[src/rtl/rgb_pkg.sv]
// rtl/rgb_pkg.sv - shared mode type and bit-reverse helper for the rgb_dither video encoder
package rgb_pkg;

  typedef enum logic [1:0] {
    RGB_TRUNC  = 2'd0,
    RGB_BRIGHT = 2'd1,
    RGB_DITHER = 2'd2,
    RGB_RSVD   = 2'd3
  } rgb_mode_t;

  // Widest dither fraction the threshold helper handles.
  localparam int RGB_MAX_E = 16;

  // Reverse the low w bits of v; bits at and above w come back zero.
  function automatic logic [RGB_MAX_E-1:0] rgb_bitrev(input logic [RGB_MAX_E-1:0] v, input int w);
    logic [RGB_MAX_E-1:0] r;
    r = '0;
    for (int i = 0; i < RGB_MAX_E; i++) begin
      if (i < w) r[4'(i)] = v[4'(w - 1 - i)];
    end
    return r;
  endfunction

endpackage

[src/rtl/rgb_dither_ch.sv]
// rtl/rgb_dither_ch.sv - one colour channel: truncate / bright-boost / ordered dither (combinational)
module rgb_dither_ch
  import rgb_pkg::*;
#(
  parameter  int IN_W  = 3,
  parameter  int OUT_W = 2,
  localparam int E     = IN_W - OUT_W,
  localparam int TW    = (E > 0) ? E : 1
) (
  input  logic [IN_W-1:0]  pix,
  input  logic [TW-1:0]    thr,
  input  rgb_mode_t        mode,
  output logic [OUT_W-1:0] val,
  output logic [OUT_W-1:0] oe
);

  logic [OUT_W-1:0] base;
  logic             bump;

  assign base = pix[IN_W-1:E];

  // A full-scale base must not roll over to zero when the fraction wins.
  if (E > 0) begin : g_frac
    assign bump = (pix[E-1:0] > thr) && !(&base);
  end else begin : g_nofrac
    assign bump = 1'b0;
  end

  always_comb begin
    val = base;
    oe  = '1;
    case (mode)
      RGB_BRIGHT: oe[0] = base[0];
      RGB_DITHER: val   = base + OUT_W'(bump);
      default:    ;
    endcase
  end

endmodule

[src/rtl/rgb_dither.sv]
// rtl/rgb_dither.sv - CH-channel colour encoder onto OUT_W-bit DAC pins with per-frame mode and ordered dither
module rgb_dither
  import rgb_pkg::*;
#(
  parameter  int CH    = 3,
  parameter  int IN_W  = 3,
  parameter  int OUT_W = 2,
  localparam int E     = IN_W - OUT_W,
  localparam int PW    = (E > 0) ? E : 1
) (
  input  logic                  clk28,
  input  logic                  rst_n,
  input  logic                  pix_strobe,
  input  logic                  line_start,
  input  logic                  frame_start,
  input  logic [1:0]            mode,
  input  logic [CH*IN_W-1:0]    pix_i,
  output logic [CH*OUT_W-1:0]   pix_o,
  output logic [CH*OUT_W-1:0]   out_oe,
  output logic [PW-1:0]         phase_o
);

  if (IN_W < OUT_W || E > RGB_MAX_E) begin : g_bad_widths
    $error("rgb_dither: need OUT_W <= IN_W <= OUT_W + RGB_MAX_E");
  end

  rgb_mode_t          mode_q, mode_n;
  logic [PW-1:0]      phase_q, phase_n;
  logic [PW-1:0]      xpos_q, xpos_cur, xpos_nx;
  logic [PW-1:0]      thr;
  logic [CH*OUT_W-1:0] val_all, oe_all;
  logic               frame_hit;

  assign frame_hit = pix_strobe & frame_start;

  // The frame_start pixel itself already sees the newly latched mode and phase.
  assign mode_n = frame_hit ? rgb_mode_t'(mode) : mode_q;

  if (E > 0) begin : g_dither
    logic [PW-1:0] sum;
    assign phase_n  = frame_hit ? phase_q + PW'(1) : phase_q;
    assign xpos_cur = line_start ? '0 : xpos_q;
    assign xpos_nx  = xpos_cur + PW'(1);
    assign sum      = phase_n + xpos_cur;
    assign thr      = PW'(rgb_bitrev(RGB_MAX_E'(sum), PW));
  end else begin : g_no_dither
    assign phase_n  = '0;
    assign xpos_cur = '0;
    assign xpos_nx  = '0;
    assign thr      = '0;
  end

  for (genvar c = 0; c < CH; c++) begin : g_ch
    rgb_dither_ch #(
      .IN_W  (IN_W),
      .OUT_W (OUT_W)
    ) u_ch (
      .pix  (pix_i[c*IN_W +: IN_W]),
      .thr  (thr),
      .mode (mode_n),
      .val  (val_all[c*OUT_W +: OUT_W]),
      .oe   (oe_all[c*OUT_W +: OUT_W])
    );
  end

  always_ff @(posedge clk28) begin
    if (!rst_n) begin
      pix_o   <= '0;
      out_oe  <= '1;
      phase_q <= '0;
      mode_q  <= RGB_TRUNC;
      xpos_q  <= '0;
    end else if (pix_strobe) begin
      pix_o   <= val_all;
      out_oe  <= oe_all;
      phase_q <= phase_n;
      mode_q  <= mode_n;
      xpos_q  <= xpos_nx;
    end
  end

  assign phase_o = phase_q;

endmodule

[config.mk]
export PLATFORM = sky130hd
export DESIGN_NAME = rgb_dither
export DESIGN_NICKNAME = d
export VERILOG_FILES = /design/src/rtl/rgb_pkg.sv /design/src/rtl/rgb_dither_ch.sv /design/src/rtl/rgb_dither.sv
export SDC_FILE = /design/constraint.sdc
export NUM_CORES = 1
export LEC_CHECK = 0
export ABC_CLOCK_PERIOD_IN_PS = 2200
export CORE_AREA = 2 2 39 41
export DETAILED_ROUTE_END_ITERATION = 8
export DIE_AREA = 0 0 41 43
export DONT_BUFFER_PORTS = 1
export GPL_TIMING_DRIVEN = 1
export PLACE_DENSITY = 0.66
export SETUP_SLACK_MARGIN = 0.15
export SYNTH_ARGS = -nofsm -noshare
export SYNTH_HDL_FRONTEND = slang
export SYNTH_SLANG_ARGS = --single-unit
[constraint.sdc]
create_clock -name clk28 -period 2.2 [get_ports clk28]
set_input_delay 0.44 -clock clk28 [delete_from_list [all_inputs] [get_ports clk28]]
set_output_delay 0.44 -clock clk28 [all_outputs]
set_load 0.01 [all_outputs]
==> flow_summary.toml <==
[yosys]
yosys_warnings = 0
ys.flop_type = "dfxtp_1"
synth_cell_types = 25
syn_inst = 78
ys_seq_area_share_pct = 38.4
avgSynthCellArea_sq_um = 8.69
synth.largest_area_cell = "dfxtp_1"
ys_seq_elements = 13
netlist_top_cells_area = "dfxtp_1 (38%), o21ai_0 (7.4%), mux2i_1 (5.9%)"
synth_edf_count = 0
synthesis.area_sq_um = 678
synth_top_cell_area_share_pct = 38.4
synthArstFlopShare_pct = 0

[critical_path]
endpoint_kind = "flip-flop"
cp-endpoint = "pix_o[5]$_SDFFE_PN0P_"
r2r_start = "phase_o$_SDFFE_PN0P_"
reg2reg_slack_ns = 0.42
worstPathCellList = "xor2_1, xnor2_1, and3_1, ha_1, inv_1, or3_1, a31oi_1"
cp-start-kind = "flip-flop"
r2r_cells = 7
max_stage_delay_ns = 0.40
cp-startpoint = "phase_o$_SDFFE_PN0P_"
crit_type = "reg -> reg"
cp_data_arrival_time_ns = 1.99
crit_family = "simple AND/OR/NAND/NOR gates"
rr_endpoint = "pix_o[5]$_SDFFE_PN0P_"
required_ns = 2.41
cp.depth = 7
critPathSlowestCell = "dfxtp_1"
path_buf_inv = 1
cp_max_fo = 3

[sta]
tightest_slew_ns = 0.488
relSlewSlack_pct = 67.1
finalHoldViolations = 0
rsz0062_at_grt = "false"
setup-tns-final_ns = 0
max_freq_mhz = 561
final_max_slew_viol_count = 0
setup_viol = 0
setup_slack_ns = 0.419
finClkSkew_ns = 0.00447
finalCritPeriodShare_pct = 81.0
period_minus_slack_ns = 1.78

[global_routing]
grt_pass1_vias = 480
grtUsageTotal_pct = 18.7
grt_pass1_wl_um = 2110
grt_max_degree = 22
antenna_found_initial = 0
grt_overflow_total = 0

[placed_design]
gp_congestion = 0.731
pre_cts_ws_ns = 0.202
dp.cells = 90
portBuffers = 0
dp_hpwl_um = 938

[layout]
final_common_cell = "dfxtp_1"
drive_gt1_share_pct = 7.69
fin_util_pct = 50.5
fin_cells = 94
final_cell_mix = "dfxtp_1 (13), o21ai_0 (10), nand2_1 (9), inv_1 (4), mux2i_1 (4)"
nets = 98
n_antenna_cell = 0
syn2layout_area_growth_pct = 2.95

[floorplan]
ios = 29
die_area_sq_um = 1760
start_util_pct = 49.0
fp-row-count = 14
core_sq_um = 1380
die_h_um = 43
die_w_um = 41

[drt]
first_pass_iters = 2
ant_nets = 0
vias = 528
drtIter0Drc = 11
wl_per_cell_um = 13.8
wl_um = 1300
vias_per_cell = 5.62
post-route-drc-count = 0

[outcome]
status = "finished, final reports clean"

[clock_network]
clk_pin_slew_ns = 0.08
clk_latency_ns = 0.28
clockRootBuffer = "clkbuf_4"
ctsHtreeMaxLevel = 1
hold_buffers = 0
cts_buffers = 3
cts_buffer_depth = 2
cts_sinks = 13
cts_tree = "yes"
cts_resized = 0
postCtsSetupRepairBufs = 0

[hold_path]
hp-start = "rst_n"
min_path_type = "in -> reg"

[power_and_ir_drop]
power_leakage_nw = 0.283
ir_drop_mv = 0.349
finalPower_mw = 0.468
powerDensity_nw_per_um2 = 670

[job]
drv_cap = 0
through the flow:
stage / cell area (sq um) / hold slack, ns
after floorplan: 686 / 0.452
after global placement: 672 / 0.465
after detailed placement: 672 / 0.468
after CTS: 698 / 0.217
after global routing: 698 / 0.209
final: 698 / 0.219
cells in the mapped netlist, types with 2 or more instances:
| master | n |
|---|---|
| a21oi_1 | 3 |
| nor2b_1 | 2 |
| o22ai_1 | 3 |
| nand2_1 | 9 |
| mux2i_1 | 4 |
| nand3_1 | 2 |
| a21boi_0 | 2 |
| dfxtp_1 | 13 |
| ha_1 | 3 |
| a31oi_1 | 3 |
| or3_1 | 3 |
| inv_1 | 4 |
| clkbuf_1 | 2 |
| and3_1 | 3 |
| o21ai_0 | 10 |
| buf_4 | 3 |
metal layers:
metal / global-route usage, % / vias up / part of all wire (%)
met1: 23.3 / 233 / 45
met5: 0 / - / 0
li1: - / 269 / -
met2: 24.1 / 22 / 43
met4: 14.0 / 0 / 2.4
met3: 8.38 / 4 / 9.7
worst min-delay path by stage:
stage                                  end  slack, ns  cells past startpoint
finish              out_oe[2]$_SDFFE_PN1P_       0.22                      1
global placement    mode_q[0]$_SDFFE_PN0P_       0.46                      2
CTS                 out_oe[2]$_SDFFE_PN1P_       0.22                      1
detailed placement  mode_q[0]$_SDFFE_PN0P_       0.47                      2
floorplan           mode_q[0]$_SDFFE_PN0P_       0.45                      2
global route        out_oe[0]$_SDFFE_PN1P_       0.21                      1
flip-flops by register name (all words and copies together), names as in the netlist:
| register | count |
|---|---|
| mode_q | 2 |
| out_oe | 3 |
| phase_o | 1 |
| pix_o | 6 |
| xpos_q | 1 |
final cells by class:
type | count | area, sq um
Multi-Input combinational cell | 57 | 377
Fill cell | 139 | 686
Sequential cell | 13 | 260
Inverter | 4 | 15.0
Clock buffer | 4 | 26.3
Tap cell | 16 | 20.0
where the power goes:
part / internal [mW] / switching [mW]
Sequential: 0.249 / 0.0142
Combinational: 0.0280 / 0.0280
Clock: 0.0704 / 0.0781
Total: 0.348 / 0.120
cells by family after synthesis:
group / count (synthesis) / synth area share [%]
xor+xnor: 2 / 2.58
compound gates: 22 / 20.5
other cells: 1 / 0.553
fa+ha+maj: 3 / 5.54
buf+inv: 10 / 7.19
simple gates: 23 / 19.4
mux: 4 / 5.90
flops: 13 / 38.4
No activity file was read; power rests on OpenSTA's default activity.
